$ cat config.mk
export PLATFORM = sky130hd
export DESIGN_NAME = memory_arbiter
export DESIGN_NICKNAME = d
export VERILOG_FILES = /design/src/rtl/memory_arbiter.sv
export SDC_FILE = /design/constraint.sdc
export NUM_CORES = 1
export LEC_CHECK = 0
export BUFFER_PORTS_ARGS = -buffer_cell sky130_fd_sc_hd__buf_4
export CAP_MARGIN = 20
export CORE_UTILIZATION = 50
export DETAILED_ROUTE_END_ITERATION = 8
export PLACE_DENSITY_LB_ADDON = 0.08
export SYNTH_ARGS = -nofsm -noshare
export SYNTH_HDL_FRONTEND = slang
export SYNTH_SLANG_ARGS = --single-unit
$ cat constraint.sdc
create_clock -name CLK -period 4.8 [get_ports CLK]
set_input_delay 0.96 -clock CLK [delete_from_list [all_inputs] [get_ports CLK]]
set_output_delay 0.96 -clock CLK [all_outputs]
set_load 0.02 [all_outputs]
$ cat src/rtl/memory_arbiter.sv
// Arbitrates instruction fetches and data reads/writes onto one variable-latency RAM port.
// Define MEMARB_PERF_EN to add icount/dcount/stall performance counters.
module memory_arbiter #(
  parameter int          TIMEOUT_CYCLES = 64,
  parameter logic [31:0] ERR_WORD       = 32'hBAD0BAD0
) (
  input  logic        CLK,
  input  logic        nRST,
  input  logic        iREN,
  input  logic [31:0] iaddr,
  input  logic        dREN,
  input  logic        dWEN,
  input  logic [31:0] daddr,
  input  logic [31:0] dstore,
  input  logic        halt,
  output logic        ihit,
  output logic [31:0] iload,
  output logic        dhit,
  output logic [31:0] dload,
  output logic        merr,
  output logic        ramREN,
  output logic        ramWEN,
  output logic [31:0] ramaddr,
  output logic [31:0] ramstore,
  input  logic [31:0] ramload,
  input  logic [1:0]  ramstate
`ifdef MEMARB_PERF_EN
  ,
  output logic [31:0] icount,
  output logic [31:0] dcount,
  output logic [31:0] stall
`endif
);

  typedef enum logic [1:0] {IDLE, IACC, DACC, DONE} state_t;

  localparam logic [1:0] RAM_ACCESS = 2'b10;
  localparam logic [1:0] RAM_ERROR  = 2'b11;

  state_t      state_reg, state_next;
  logic [31:0] addr_reg, store_reg, wait_cnt_reg;
  logic        wr_reg, is_d_reg;
  logic        in_access, ram_ok, ram_fail;

  assign in_access = (state_reg == IACC) || (state_reg == DACC);
  assign ram_ok    = (ramstate == RAM_ACCESS);
  assign ram_fail  = !ram_ok &&
                     ((ramstate == RAM_ERROR) || (wait_cnt_reg == 32'(TIMEOUT_CYCLES - 1)));
  assign ramaddr   = addr_reg;
  assign ramstore  = store_reg;

  always_comb begin
    state_next = state_reg;
    ramREN     = 1'b0;
    ramWEN     = 1'b0;
    ihit       = 1'b0;
    dhit       = 1'b0;
    case (state_reg)
      IDLE: begin
        if (dWEN || dREN)       state_next = DACC;
        else if (iREN && !halt) state_next = IACC;
      end
      IACC: begin
        ramREN = 1'b1;
        if (ram_ok || ram_fail) state_next = DONE;
      end
      DACC: begin
        ramWEN = wr_reg;
        ramREN = !wr_reg;
        if (ram_ok || ram_fail) state_next = DONE;
      end
      DONE: begin
        // One idle cycle after the hit so a still-held request is not served twice.
        ihit       = !is_d_reg;
        dhit       = is_d_reg;
        state_next = IDLE;
      end
      default: state_next = IDLE;
    endcase
  end

  always_ff @(posedge CLK, negedge nRST) begin
    if (!nRST) begin
      state_reg    <= IDLE;
      addr_reg     <= '0;
      store_reg    <= '0;
      wr_reg       <= 1'b0;
      is_d_reg     <= 1'b0;
      wait_cnt_reg <= '0;
      iload        <= '0;
      dload        <= '0;
      merr         <= 1'b0;
    end else begin
      state_reg <= state_next;
      if (state_reg == IDLE && state_next != IDLE) begin
        addr_reg  <= (dWEN || dREN) ? daddr : iaddr;
        store_reg <= dstore;
        wr_reg    <= dWEN;
        is_d_reg  <= dWEN || dREN;
      end
      if (in_access) begin
        if (ram_ok || ram_fail) begin
          wait_cnt_reg <= '0;
          if (!is_d_reg)    iload <= ram_ok ? ramload : ERR_WORD;
          else if (!wr_reg) dload <= ram_ok ? ramload : ERR_WORD;
          if (ram_fail) merr <= 1'b1;
        end else begin
          wait_cnt_reg <= wait_cnt_reg + 32'd1;
        end
      end
    end
  end

`ifdef MEMARB_PERF_EN
  always_ff @(posedge CLK, negedge nRST) begin
    if (!nRST) begin
      icount <= '0;
      dcount <= '0;
      stall  <= '0;
    end else begin
      if (ihit) icount <= icount + 32'd1;
      if (dhit) dcount <= dcount + 32'd1;
      if ((iREN || dREN || dWEN) && !ihit && !dhit) stall <= stall + 32'd1;
    end
  end
`endif

endmodule

* Word-level counts from Yosys, hierarchy flattened
Cells that the tools add are included.
** Storage, ports and cells
- Bits in registers :: 165
- Output and inout bits :: 133
** Operators by class
- Add/sub/neg operators :: 1
- Equality and inequality tests :: 6
- Mux-type cells :: 11
- Bitwise logic cells :: 2
- Reductions and logical operators :: 17
** Operators by type and width (number)
- $mux 32 :: 3
- $add 32x1->32 const B :: 1
- $eq 32x6->1 const B :: 1
- $eq 2x2->1 const B :: 4
- $mux 2 :: 3
- $pmux 2 s3 :: 1
- $reduce_and 3->1 :: 2
- $logic_not 1->1 :: 4
- $logic_or 1x1->1 :: 4
- $reduce_and 4->1 :: 1
- $logic_and 1x1->1 :: 3
- $mux 1 :: 3
- $eq 2x1->1 const B :: 1
- $logic_not 2->1 :: 1
- $not 1->1 :: 2
- $pmux 1 s2 :: 1
- $reduce_bool 2->1 :: 1
- $reduce_or 2->1 :: 1

* Logic depth before layout (Yosys ltp)
- Word-level depth :: 8
- Depth in mapped cells :: 8
- Gate-level depth less buffers :: 7

* Worst setup path before layout
No wires, ideal clock.
- Kind :: in2reg
- Start :: in dWEN
- End :: reg store_reg[19] (netlist: ramstore[19])
- Arrival :: 2.225 ns
- Slack :: 2.450 ns
- Stages :: 6
- Path buffers :: 3
- Path through :: or2_2 buf_2 o21a_1 clkbuf_1 clkbuf_1 mux2_2
** On the way
- Cells in the longest elaborated chain, start to end :: 5
** RTL lines
- from (decl) :: RTL line 12 : input logic dWEN,
- $logic_or 1x1->1 :: RTL line 60 : if (dWEN || dREN) state_next = DACC;
- $mux 2 :: RTL line 60
- $pmux 2 s3 :: RTL line 58 : case (state_reg)
- $reduce_bool 2->1 :: RTL line 95 : if (state_reg == IDLE && state_next != IDLE) begin
- $logic_and 1x1->1 :: RTL line 95
- to (signal assigned) :: RTL line 97 : store_reg <= dstore;
- to (decl) :: RTL line 41 : logic [31:0] addr_reg, store_reg, wait_cnt_reg;
No other way between the ends.
A chain may end at the register's enable or synchronous reset.

* Worst setup path in the final report
- Start :: reg state_reg[1]
- End :: out ramREN
** On the way
- Cells in the longest elaborated chain, start to end :: 2
** RTL lines
- from (decl) :: RTL line 40 : state_t state_reg, state_next;
- from (signal assigned) :: RTL line 94 : state_reg <= state_next;
- $eq 2x2->1 / $eq 2x1->1 (equally long branches) :: RTL line 58
- $pmux 1 s2 (*) :: RTL line 58
- to (decl) :: RTL line 21 : output logic ramREN,
Mark *: on every way between the ends. The rest lies on a longest branch, timed or not.

==> flow_summary.json <==
{
  "synthCells": 597,
  "vdd_ir_drop_max_mv": 0.342,
  "finalMaxSlewViolations": 0,
  "drt-total-wl_um": 19700,
  "n_antenna_cell": 0,
  "period_share_pct": 63.3,
  "cts.clk_slew.worst_paths_ns": 0.06,
  "critPathLaunchType": "flip-flop",
  "endpoint_kind": "output pin",
  "rows": 42,
  "grtUsageTotal_pct": 28.7,
  "clockRootBuffer": "clkbuf_16",
  "drt_iter0_drc": 417,
  "setup_viol": 0,
  "worst_pin_slew_ns": 1.06,
  "skew_ns": 0.0111,
  "reg2reg_depth": 7,
  "die_w_um": 119,
  "overflow": 0,
  "cts_buffer_depth": 2,
  "synth_top_cell_by_area": "dfrtp_1",
  "drtAntennaViolNets": 0,
  "antenna_found_initial": 0,
  "synthTopCellsByArea": "dfrtp_1, mux2_2, nand2_1",
  "synth-seq-area-share_pct": 60.5,
  "crit_fanout": 12,
  "synth_flop_cell": "dfrtp_1",
  "grt_max_degree": 101,
  "core_um2": 13300,
  "cts_buffers": 17,
  "syn2layout_area_growth_pct": 41.0,
  "synth_cell_types": 42,
  "grt_pass1_wl_um": 31000,
  "design.die.area_um2": 14100,
  "syn_area_um2": 6830,
  "min_delay_path_depth": 1,
  "power.density_nw_per_um2": 688,
  "layout_min_cycle_time_ns": 3.04,
  "min-delay-start": "merr$_DFFE_PN0P_",
  "synthTopCellsByCount": "dfrtp_1, nand2_1, nor2_1",
  "r2r_start": "state_reg[1]$_DFF_PN0_",
  "clkLatencyLatePin_ns": 0.43,
  "ctsResizeCount": 0,
  "vias_per_cell": 5.58,
  "synth_top_area_share_pct": 60.5,
  "relSlewSlack_pct": 29.0,
  "hold_viol": 0,
  "cts_setup_buffers": 0,
  "multi_input_area_um2": 2560,
  "synth_seq_cells": 165,
  "syn-num-nets": 738,
  "hold_buffers": 0,
  "dp.cells": 1014,
  "async_reset_ff_share_pct": 100,
  "drc_errors": 0,
  "port_buffers": 268,
  "first_pass_iters": 5,
  "rsz0062_at_grt": "false",
  "routabilityCongestion": 0.840,
  "dp_hpwl_um": 13900,
  "vias": 5850,
  "tns_ns": 0,
  "regArea_um2": 4130,
  "max_freq_mhz": 329,
  "status": "complete, no violations",
  "cts_tree": "yes",
  "grt_pass1_vias": 5761,
  "post_synth.cell_area_avg_um2": 11.4,
  "hold_end": "merr$_DFFE_PN0P_",
  "yosys_warnings": 0,
  "final.fill_count": 960,
  "die_y_um": 119,
  "fin_nets": 1000,
  "arrival_ns": 2.08,
  "leakage_nw": 4.55,
  "instances_no_fill": 1048,
  "critical_path_class": "flip-flop to output pin",
  "wl_per_cell_um": 18.8,
  "worstPathRequired_ns": 3.84,
  "start_util_pct": 51.4,
  "cts.sinks": 165,
  "ioPinCount": 269,
  "synth-edff-count": 0,
  "drive_above_1_share_pct": 40.5,
  "hold_path.class": "flip-flop to flip-flop",
  "synth_most_common_cell": "dfrtp_1",
  "cts_htree_levels": 4,
  "rrSetupSlack_ns": 2.08,
  "r2r_end": "wait_cnt_reg[22]$_DFFE_PN0N_",
  "maxCapViolCount": 0
}
==> area by class of cell <==
class | instances | area share [%]
Clock buffer | 17 | 4.42
Clock inverter | 15 | 2.12
Inverter | 4 | 0.156
Multi-Input combinational cell | 395 | 26.6
Sequential cell | 165 | 42.9
Tap cell | 176 | 2.29
Timing Repair Buffer | 276 | 21.6
==> power by group <==
group | total, mW | internal, mW | switching (mW) | leakage (nW)
logic | 2.89 | 1.28 | 1.62 | 2.28
clock network | 1.45 | 0.876 | 0.574 | 0.302
registers | 2.28 | 1.94 | 0.340 | 1.97
total | 6.62 | 4.09 | 2.53 | 4.55
==> worst max-delay path: stages, from the launching register on <==
cell     delay, ns
dfrtp_1       0.41
inv_1         0.10
ha_1          0.50
inv_1         0.27
nor2_1        0.20
buf_4         0.17
==> through the flow <==
stage | hold slack, ns | setup slack [ns] | instance area (µm²) | utilization, % | power (mW)
after floorplan | 0.493 | 2.45 | 6830 | - | 3.90
after detailed placement | 0.450 | 1.62 | 8990 | 67.6 | 5.18
final | 0.462 | 1.76 | 9630 | 72.5 | 6.62
after global placement | 0.447 | 1.65 | 8960 | 67.4 | 5.08
after CTS | 0.471 | 1.76 | 9620 | 72.4 | 6.64
after global routing | 0.486 | 1.61 | 9630 | 72.5 | 6.94
==> metal layers <==
layer	wire [µm]	GRT usage, %	share of wire, %	vias to the layer above
met5	0	0	0	-
met4	561	11.0	2.8	0
met3	1430	9.15	7.3	38
met2	9930	47.1	50	237
met1	7780	35.5	39	2923
li1	-	-	-	2652
==> worst max path at each step <==
stage,start,endpoint,slack (ns),cells past startpoint
3_5_place_dp,dWEN,ramstore[27]$_DFFE_PN0P_,1.62,4
2_1_floorplan,dWEN,ramstore[19]$_DFFE_PN0P_,2.45,6
4_1_cts,state_reg[1]$_DFF_PN0_,ramREN,1.76,5
5_1_grt,state_reg[1]$_DFF_PN0_,ramREN,1.61,5
6_report,state_reg[1]$_DFF_PN0_,ramREN,1.76,5
3_3_place_gp,dWEN,ramstore[25]$_DFFE_PN0P_,1.65,4
==> placed cells by master, fill, tap and decap left out, types with 5 or more instances in the layout <==
cell type  count
buf_4        272
dfrtp_1      165
nand2_1       81
nor2_1        69
a22o_1        33
mux2_2        33
o22a_1        32
a31oi_1       32
xor2_1        22
nand3_1       17
clkbuf_16     17
nand4_1       10
nor4_1         7
o21ai_0        6
and3_1         5
ha_1           5
==> kinds of logic after synthesis <==
group	count (synthesis)	share of synthesized area [%]
flops	165	60.5
xor+xnor	26	3.33
compound gates	115	13.1
fa+ha+maj	5	0.916
mux	34	5.59
buf+inv	37	2.27
simple gates	215	14.3
Note: power is estimated with default switching activity, not from simulation.
